$ cat src/rtl/fbcpu_param_core.sv
// fbcpu_param_core: fetch/decode/execute accumulator CPU with a req/ready memory bus.
// One accumulator (acc), a carry flag and a sticky fault flag. Memory accesses hold
// their request until mem_ready, so wait-state RAM is supported.
//
// Ports:
//   clk        rising-edge clock
//   rst        asynchronous, active-low reset
//   mem_req    memory access request
//   mem_we     write enable, qualified by mem_req
//   mem_addr   access address
//   mem_wdata  store data
//   mem_rdata  read data, valid when mem_ready=1
//   mem_ready  access completes this cycle
//   pc         program counter
//   acc        accumulator
//   carry      carry/borrow of last ADD/SUB
//   halted     core stopped by HALT or fault
//   fault      sticky: divide-by-zero or illegal opcode
module fbcpu_param_core #(
   parameter int unsigned ADDRESS_WIDTH = 6,
   parameter int unsigned DATA_WIDTH    = 10,  // must equal OPC_WIDTH + ADDRESS_WIDTH
   parameter int unsigned OPC_WIDTH     = 4
) (
   input  logic                     clk,
   input  logic                     rst,
   output logic                     mem_req,
   output logic                     mem_we,
   output logic [ADDRESS_WIDTH-1:0] mem_addr,
   output logic [DATA_WIDTH-1:0]    mem_wdata,
   input  logic [DATA_WIDTH-1:0]    mem_rdata,
   input  logic                     mem_ready,
   output logic [ADDRESS_WIDTH-1:0] pc,
   output logic [DATA_WIDTH-1:0]    acc,
   output logic                     carry,
   output logic                     halted,
   output logic                     fault
);

   localparam logic [OPC_WIDTH-1:0] OpLoad  = OPC_WIDTH'(0);
   localparam logic [OPC_WIDTH-1:0] OpStore = OPC_WIDTH'(1);
   localparam logic [OPC_WIDTH-1:0] OpAdd   = OPC_WIDTH'(2);
   localparam logic [OPC_WIDTH-1:0] OpSub   = OPC_WIDTH'(3);
   localparam logic [OPC_WIDTH-1:0] OpMul   = OPC_WIDTH'(4);
   localparam logic [OPC_WIDTH-1:0] OpDiv   = OPC_WIDTH'(5);
   localparam logic [OPC_WIDTH-1:0] OpJmp   = OPC_WIDTH'(6);
   localparam logic [OPC_WIDTH-1:0] OpJz    = OPC_WIDTH'(7);
   localparam logic [OPC_WIDTH-1:0] OpNop   = OPC_WIDTH'(8);
   localparam logic [OPC_WIDTH-1:0] OpHalt  = OPC_WIDTH'(9);
   localparam logic [OPC_WIDTH-1:0] OpAnd   = OPC_WIDTH'(10);
   localparam logic [OPC_WIDTH-1:0] OpOr    = OPC_WIDTH'(11);
   localparam logic [OPC_WIDTH-1:0] OpLdi   = OPC_WIDTH'(12);
   localparam logic [OPC_WIDTH-1:0] OpJnz   = OPC_WIDTH'(13);

   typedef enum logic [1:0] {StFetch, StDecode, StMem, StHalt} state_e;

   state_e                   state_q, state_d;
   logic [ADDRESS_WIDTH-1:0] pc_q, pc_d;
   logic [DATA_WIDTH-1:0]    ir_q, ir_d;
   logic [DATA_WIDTH-1:0]    acc_q, acc_d;
   logic                     carry_q, carry_d;
   logic                     fault_q, fault_d;

   logic [OPC_WIDTH-1:0]     opcode;
   logic [ADDRESS_WIDTH-1:0] operand;
   logic [DATA_WIDTH:0]      sum;
   logic [DATA_WIDTH:0]      diff;
   logic [DATA_WIDTH-1:0]    prod;
   logic [DATA_WIDTH-1:0]    quot;
   logic                     div_zero;

   // Internal bus drive, before reset gating.
   logic                     req_int;
   logic                     we_int;
   logic [ADDRESS_WIDTH-1:0] addr_int;
   logic [DATA_WIDTH-1:0]    wdata_int;

   assign opcode  = ir_q[DATA_WIDTH-1 -: OPC_WIDTH];
   assign operand = ir_q[ADDRESS_WIDTH-1:0];

   // Extra MSB of sum is the carry; extra MSB of diff is the borrow (acc < rdata).
   assign sum      = {1'b0, acc_q} + {1'b0, mem_rdata};
   assign diff     = {1'b0, acc_q} - {1'b0, mem_rdata};
   assign prod     = acc_q * mem_rdata;  // context width keeps only the low DATA_WIDTH bits
   assign div_zero = (mem_rdata == '0);
   assign quot     = div_zero ? acc_q : acc_q / mem_rdata;

   always_ff @(posedge clk or negedge rst) begin
      if (!rst) begin
         state_q <= StFetch;
         pc_q    <= '0;
         ir_q    <= '0;
         acc_q   <= '0;
         carry_q <= 1'b0;
         fault_q <= 1'b0;
      end else begin
         state_q <= state_d;
         pc_q    <= pc_d;
         ir_q    <= ir_d;
         acc_q   <= acc_d;
         carry_q <= carry_d;
         fault_q <= fault_d;
      end
   end

   always_comb begin
      state_d   = state_q;
      pc_d      = pc_q;
      ir_d      = ir_q;
      acc_d     = acc_q;
      carry_d   = carry_q;
      fault_d   = fault_q;
      req_int   = 1'b0;
      we_int    = 1'b0;
      addr_int  = '0;
      wdata_int = '0;

      unique case (state_q)
         StFetch: begin
            req_int  = 1'b1;
            addr_int = pc_q;
            if (mem_ready) begin
               ir_d    = mem_rdata;
               pc_d    = pc_q + ADDRESS_WIDTH'(1);
               state_d = StDecode;
            end
         end

         StDecode: begin
            case (opcode)
               OpLoad, OpStore, OpAdd, OpSub, OpMul, OpDiv, OpAnd, OpOr: state_d = StMem;
               OpJmp: begin
                  pc_d    = operand;
                  state_d = StFetch;
               end
               OpJz: begin
                  if (acc_q == '0) pc_d = operand;
                  state_d = StFetch;
               end
               OpJnz: begin
                  if (acc_q != '0) pc_d = operand;
                  state_d = StFetch;
               end
               OpNop:  state_d = StFetch;
               OpLdi: begin
                  acc_d   = DATA_WIDTH'(operand);
                  state_d = StFetch;
               end
               OpHalt: state_d = StHalt;
               default: begin
                  fault_d = 1'b1;
                  state_d = StHalt;
               end
            endcase
         end

         StMem: begin
            req_int  = 1'b1;
            addr_int = operand;
            if (opcode == OpStore) begin
               we_int    = 1'b1;
               wdata_int = acc_q;
            end
            if (mem_ready) begin
               state_d = StFetch;
               case (opcode)
                  OpLoad: acc_d = mem_rdata;
                  OpAdd: begin
                     acc_d   = sum[DATA_WIDTH-1:0];
                     carry_d = sum[DATA_WIDTH];
                  end
                  OpSub: begin
                     acc_d   = diff[DATA_WIDTH-1:0];
                     carry_d = diff[DATA_WIDTH];
                  end
                  OpMul: acc_d = prod;
                  OpDiv: begin
                     if (div_zero) begin
                        fault_d = 1'b1;
                        state_d = StHalt;
                     end else begin
                        acc_d = quot;
                     end
                  end
                  OpAnd: acc_d = acc_q & mem_rdata;
                  OpOr:  acc_d = acc_q | mem_rdata;
                  default: ;  // STORE: the write completes on this handshake
               endcase
            end
         end

         StHalt: ;

         default: state_d = StFetch;
      endcase
   end

   // Bus is forced quiet while reset is held so an in-flight access drops immediately.
   assign mem_req   = rst & req_int;
   assign mem_we    = rst & we_int;
   assign mem_addr  = rst ? addr_int : '0;
   assign mem_wdata = rst ? wdata_int : '0;

   assign pc     = pc_q;
   assign acc    = acc_q;
   assign carry  = carry_q;
   assign halted = (state_q == StHalt);
   assign fault  = fault_q;

endmodule

$ cat config.mk
export PLATFORM = sky130hd
export DESIGN_NAME = fbcpu_param_core
export DESIGN_NICKNAME = d
export VERILOG_FILES = /design/src/rtl/fbcpu_param_core.sv
export SDC_FILE = /design/constraint.sdc
export NUM_CORES = 1
export LEC_CHECK = 0
export ABC_CLOCK_PERIOD_IN_PS = 19400
export CAP_MARGIN = 10
export CORE_MARGIN = 4
export CORE_UTILIZATION = 34
export CTS_CLUSTER_DIAMETER = 200
export DETAILED_ROUTE_END_ITERATION = 8
export PLACE_DENSITY = 0.47
export SETUP_SLACK_MARGIN = 0.4
export SYNTH_ARGS = -nofsm -noshare
export SYNTH_HDL_FRONTEND = slang
export SYNTH_SLANG_ARGS = --single-unit
export TNS_END_PERCENT = 100
$ cat constraint.sdc
create_clock -name clk -period 19.4 [get_ports clk]
set_clock_uncertainty 0.05 [all_clocks]
set_input_delay 3.88 -clock clk [delete_from_list [all_inputs] [get_ports clk]]
set_output_delay 3.88 -clock clk [all_outputs]
set_load 0.1 [all_outputs]
# After elaboration in Yosys (flattened, before gate mapping)
# Index checks and enable logic that the tools add are counted.
# word_totals
wordCells	91
regBits	30
input_bits	13
out_inout_bits	37
# classes
n_reduce_logical	19
n_div	1
multipliers	1
eq_ne	27
add_sub_neg	3
bitwise_logic	4
n_mux	30
# ops
operator	n
$pmux W10 S7	1
$mux W10	6
$eq A4 B4 Y1 const B	6
$mux W6	4
$pmux W6 S2	2
$logic_not A10 Y1	2
$pmux W10 S2	1
$pmux W6 S3	1
$eq A4 B3 Y1 const B	4
$reduce_and A5 Y1	3
$reduce_or A14 Y1	1
$add A10 B10 Y11	1
$sub A10 B10 Y11	1
$and A10 B10 Y10	1
$div A10 B10 Y10	1
$mul A10 B10 Y10	1
$ne A2 B2 Y1 const B	5
$or A10 B10 Y10	1
$reduce_bool A10 Y1	1
$ne A3 B3 Y1 const B	3
$eq A4 B2 Y1 const B	2
$mux W2	4
$ne A8 B2 Y1 const B	1
$reduce_or A8 Y1	1
other kinds (19)	31

# Depth between registers and ports, before layout
# depth
ltp_word	5
mapped_depth	64
ltp_nobuf	62

# Worst setup path after synthesis
# OpenSTA, ideal clock, no wires.
# synth_timing
path_type	input to register
start	input port mem_rdata[8]
end	register acc_q[0], in the netlist acc[0]
slack_ns	3.010
setup_ns	0.138
t_required_ns	19.212
t_arrival_ns	16.202
cell_stages	60
path_buffers	2
cell_sequence	nor4_2 > a41oi_1 > a21oi_1 > ha_1 > o21a_1 > o2111ai_1 > mux2i_2 > ha_1 > o211ai_1 > nand2_1 > a21oi_1 > nor2_1 > ha_1 > o211a_1 > o31a_1 > o21a_4 > a211oi_1 > nor2_1 > [... 24 more ...] > nor2_1 > a21oi_1 > ha_1 > o211ai_1 > a21oi_1 > o31ai_1 > o22ai_1 > clkbuf_1 > nor2_1 > a21oi_1 > ha_1 > a21boi_0 > o21a_1 > o21ai_0 > a21oi_1 > o41a_1 > o221ai_1 > a22oi_1
# synth_between
elab_chain_cells	5
word_cells_on_any_way	8
cone_classes	div: 1; eq/ne: 1; mux: 4; reduce/logical: 2
# synth_lines
element	line	source
start: declaration	30	input logic [DATA_WIDTH-1:0] mem_rdata,
$div A10 B10 Y10	85	assign quot = div_zero ? acc_q : acc_q / mem_rdata;
$mux W10	177	if (div_zero) begin
$pmux W10 S7	165	case (opcode)
$mux W10	163	if (mem_ready) begin
$pmux W10 S2	117	unique case (state_q)
end signal: assignment	92	acc_q <= '0;
end signal: assignment	99	acc_q <= acc_d;
end: declaration	59	logic [DATA_WIDTH-1:0] acc_q, acc_d;
# Several ways; a longest one is shown, not always the timed one. The select of a mux whose other input is x is not followed.
# A chain may end at the register's enable or synchronous reset.

# Worst setup path in the final report
# layout_timing
start	input port mem_rdata[9]
end	register acc_q[0], in the netlist acc[0]
# The elaborated chain is that of the path after synthesis.

==> results.json <==
{
  "syn_avg_cell_area_um2": 7.71,
  "gp_congestion": 0.885,
  "outcome": "complete, no violations",
  "synthAdderAreaFrac": 0.268,
  "die_width_um": 154,
  "max_stage_delay_ns": 0.65,
  "core_area_um2": 21000,
  "max_cap_viol_count": 0,
  "wl_per_cell_um": 20.5,
  "grt.busiest_layer": "met2",
  "tritoncts": "yes",
  "max_freq_ghz": 0.0558,
  "syn_to_final_growth_pct": 14.8,
  "vias": 7060,
  "required_ns": 19.47,
  "cts_max_level": 2,
  "critPathKind": "in2reg",
  "final_cells": 1253,
  "chipHeight_um": 154,
  "slew_headroom": 0.338,
  "ys_ff_latch": 30,
  "initial_utilization": 0.345,
  "fin_util": 0.396,
  "crit_fanout": 17,
  "clk_latency_ns": 0.27,
  "synthDistinctLibCells": 88,
  "end_kind": "register",
  "synthArstFlopShare": 1.00,
  "drt_iter0_markers": 549,
  "cpMostUsedCell": "a21oi_1",
  "use_met3": 0.0220,
  "final_nets": 1131,
  "root_buffer": "clkbuf_16",
  "die_area_um2": 23700,
  "endpoint": "acc[0]$_DFFE_PN0P_",
  "seq_area_frac_synth": 0.104,
  "setup_viol": 0,
  "grt_use_met2": 0.338,
  "cp.arrival_ns": 18.00,
  "drt_pass1_iterations": 4,
  "muxShareOfSynthArea": 0.0421,
  "fin_tns_setup_ns": 0,
  "numCtsBuffers": 5,
  "drive_above_1_share": 0.0767,
  "rrSetupSlack_ns": 5.46,
  "slowest_stage": "clkdlybuf4s50_1",
  "viasPerCell": 5.63,
  "fillCellCount": 2204,
  "synth_ff_type": "dfrtp_1",
  "cp-start-kind": "primary input",
  "antenna_found_initial": 0,
  "dpl.cell_count": 1245,
  "synth_top_family_by_area": "adder cells",
  "synth_area_um2": 7250,
  "num_rows": 53,
  "port_buffers": 49,
  "cts_sinks": 30,
  "finalHoldViolations": 0,
  "grt-ovfl-total": 0,
  "cts_setup_buffers": 0,
  "grt_pass1_vias": 6783,
  "drc": 0,
  "synth_edf_count": 0,
  "setup_ws_ns": 1.47,
  "cts_max_path_buffers": 2,
  "yosys.area_share.xor_xnor": 0.0618,
  "fin_crit_sh": 0.924,
  "rsz0062_at_grt": "no",
  "drv_slew": 0,
  "syn_nets": 1094,
  "post-route-min-period_ns": 17.93,
  "grt_use_total": 0.211,
  "holdBufCountCts": 0,
  "tightest_slew_ns": 0.989,
  "io_pins": 50,
  "num_antenna_cells": 0,
  "yosys_warnings": 0,
  "syn-instance-count": 940,
  "postRouteAntennaNets": 0,
  "synth_compound_area_frac": 0.247,
  "grt_max_degree": 52,
  "hpwlAfterDp_um": 19400,
  "synth-simple-area-share": 0.216,
  "grt_first_pass_wirelength_um": 39700,
  "r2r-start": "acc[9]$_DFFE_PN0P_",
  "use_met1": 0.303,
  "rr_endpoint": "acc[0]$_DFFE_PN0P_",
  "hold_path_class": "reg2reg",
  "path_clk_slew_ns": 0.06,
  "routed_wl_um": 25700,
  "crit_path_start": "mem_rdata[9]",
  "r2r_cells": 59,
  "dp_slack_ns": 0.436
}
final cells by class:
type,instances,area (um2),share of cell area
Inverter,79,297,0.0356
Timing Repair Buffer,68,628,0.0755
Clock buffer,6,139,0.0167
Sequential cell,30,751,0.0903
Tap cell,275,344,0.0414
Multi-Input combinational cell,793,6100,0.733
Clock inverter,2,60.1,0.00722
kinds of logic after synthesis:
group / after synthesis
buf+inv: 117
flops: 30
xor+xnor: 48
simple gates: 318
mux: 25
fa+ha+maj: 141
compound gates: 261
worst min path at each step:
stage | startpoint | endpoint | cells past startpoint
6_report | fault$_DFFE_PN0P_ | fault$_DFFE_PN0P_ | 1
5_1_grt | fault$_DFFE_PN0P_ | fault$_DFFE_PN0P_ | 1
4_1_cts | fault$_DFFE_PN0P_ | fault$_DFFE_PN0P_ | 1
3_5_place_dp | fault$_DFFE_PN0P_ | fault$_DFFE_PN0P_ | 1
3_3_place_gp | fault$_DFFE_PN0P_ | fault$_DFFE_PN0P_ | 1
2_1_floorplan | ir_q[4]$_DFFE_PN0P_ | ir_q[4]$_DFFE_PN0P_ | 2
per-layer routing:
layer / share of wire / routed length [um]
met1: 0.48 / 12300
met2: 0.45 / 11500
met3: 0.053 / 1370
met4: 0.021 / 552
met5: 0 / 0
flip-flops by register name, indices dropped and copies added (netlist names):
register / cells
pc: 6
carry: 1
fault: 1
ir_q: 10
state_q: 2
acc: 10
Yosys cell counts (12+ instances only):
library cell / n / area, um2
o211ai_1: 20 / 150
nor2b_1: 13 / 81.3
xor2_1: 12 / 105
a21oi_1: 65 / 325
inv_1: 78 / 293
nand3_1: 17 / 85.1
nor2_1: 87 / 327
a31oi_1: 16 / 100
nand2_1: 90 / 338
and2_1: 15 / 93.8
nor3_1: 27 / 135
ha_1: 117 / 1460
clkbuf_1: 32 / 120
xnor2_1: 34 / 298
dfrtp_1: 30 / 751
o21a_1: 12 / 90.1
o21ai_0: 48 / 240
fa_1: 24 / 480
worst max-delay path, delay by kind of cell:
family / cells / cell delay (ns)
muxes: 3 / 1.09
AOI/OAI and AO/OA: 32 / 6.69
adders and majority gates: 9 / 2.73
and+or+nand+nor: 13 / 2.69
buffers and inverters: 3 / 0.94
cells in the final DEF (no fill, tap or decap), types with 4 or more instances in the layout:
cell type,Yosys,final
a41oi_1,5,5
ha_1,117,117
or2_2,5,5
nand3_1,17,17
nor3_1,27,26
or3_1,5,5
a22oi_1,8,8
dfrtp_1,30,30
mux2i_1,9,9
a31oi_1,16,16
o21ai_0,48,48
and3_1,7,7
nand2b_1,11,11
nor2_1,87,86
clkbuf_16,0,5
o31ai_1,9,9
o211ai_1,20,20
nor4_1,10,10
xnor2_1,34,34
a221oi_1,5,5
a211oi_1,7,7
o22ai_1,4,4
a21boi_0,4,4
clkdlybuf4s50_1,0,48
o21a_1,12,12
and2_1,15,15
buf_4,0,19
nand2_1,90,90
mux2_2,9,9
inv_1,78,78
o21bai_1,5,5
a21o_1,11,11
nor3b_1,8,8
a21oi_1,65,64
fa_1,24,24
xor2_1,12,12
nor2b_1,13,13
per-stage QoR:
step / hold WS, ns / cell area (um2)
floorplan: 0.436 / 7250
global placement: 0.401 / 8070
detailed placement: 0.397 / 8070
CTS: 0.405 / 8270
global route: 0.439 / 8320
finish: 0.402 / 8320
timing repair:
action | in CTS | in global routing
resized for setup | 0 | 8
endpoints found under the setup margin | 0 | 2
endpoints found under the hold margin | 0 | 0
Power is left out: the tool's default activity adds up to more than one toggle a clock period on the data nets, which glitch-free logic cannot reach.
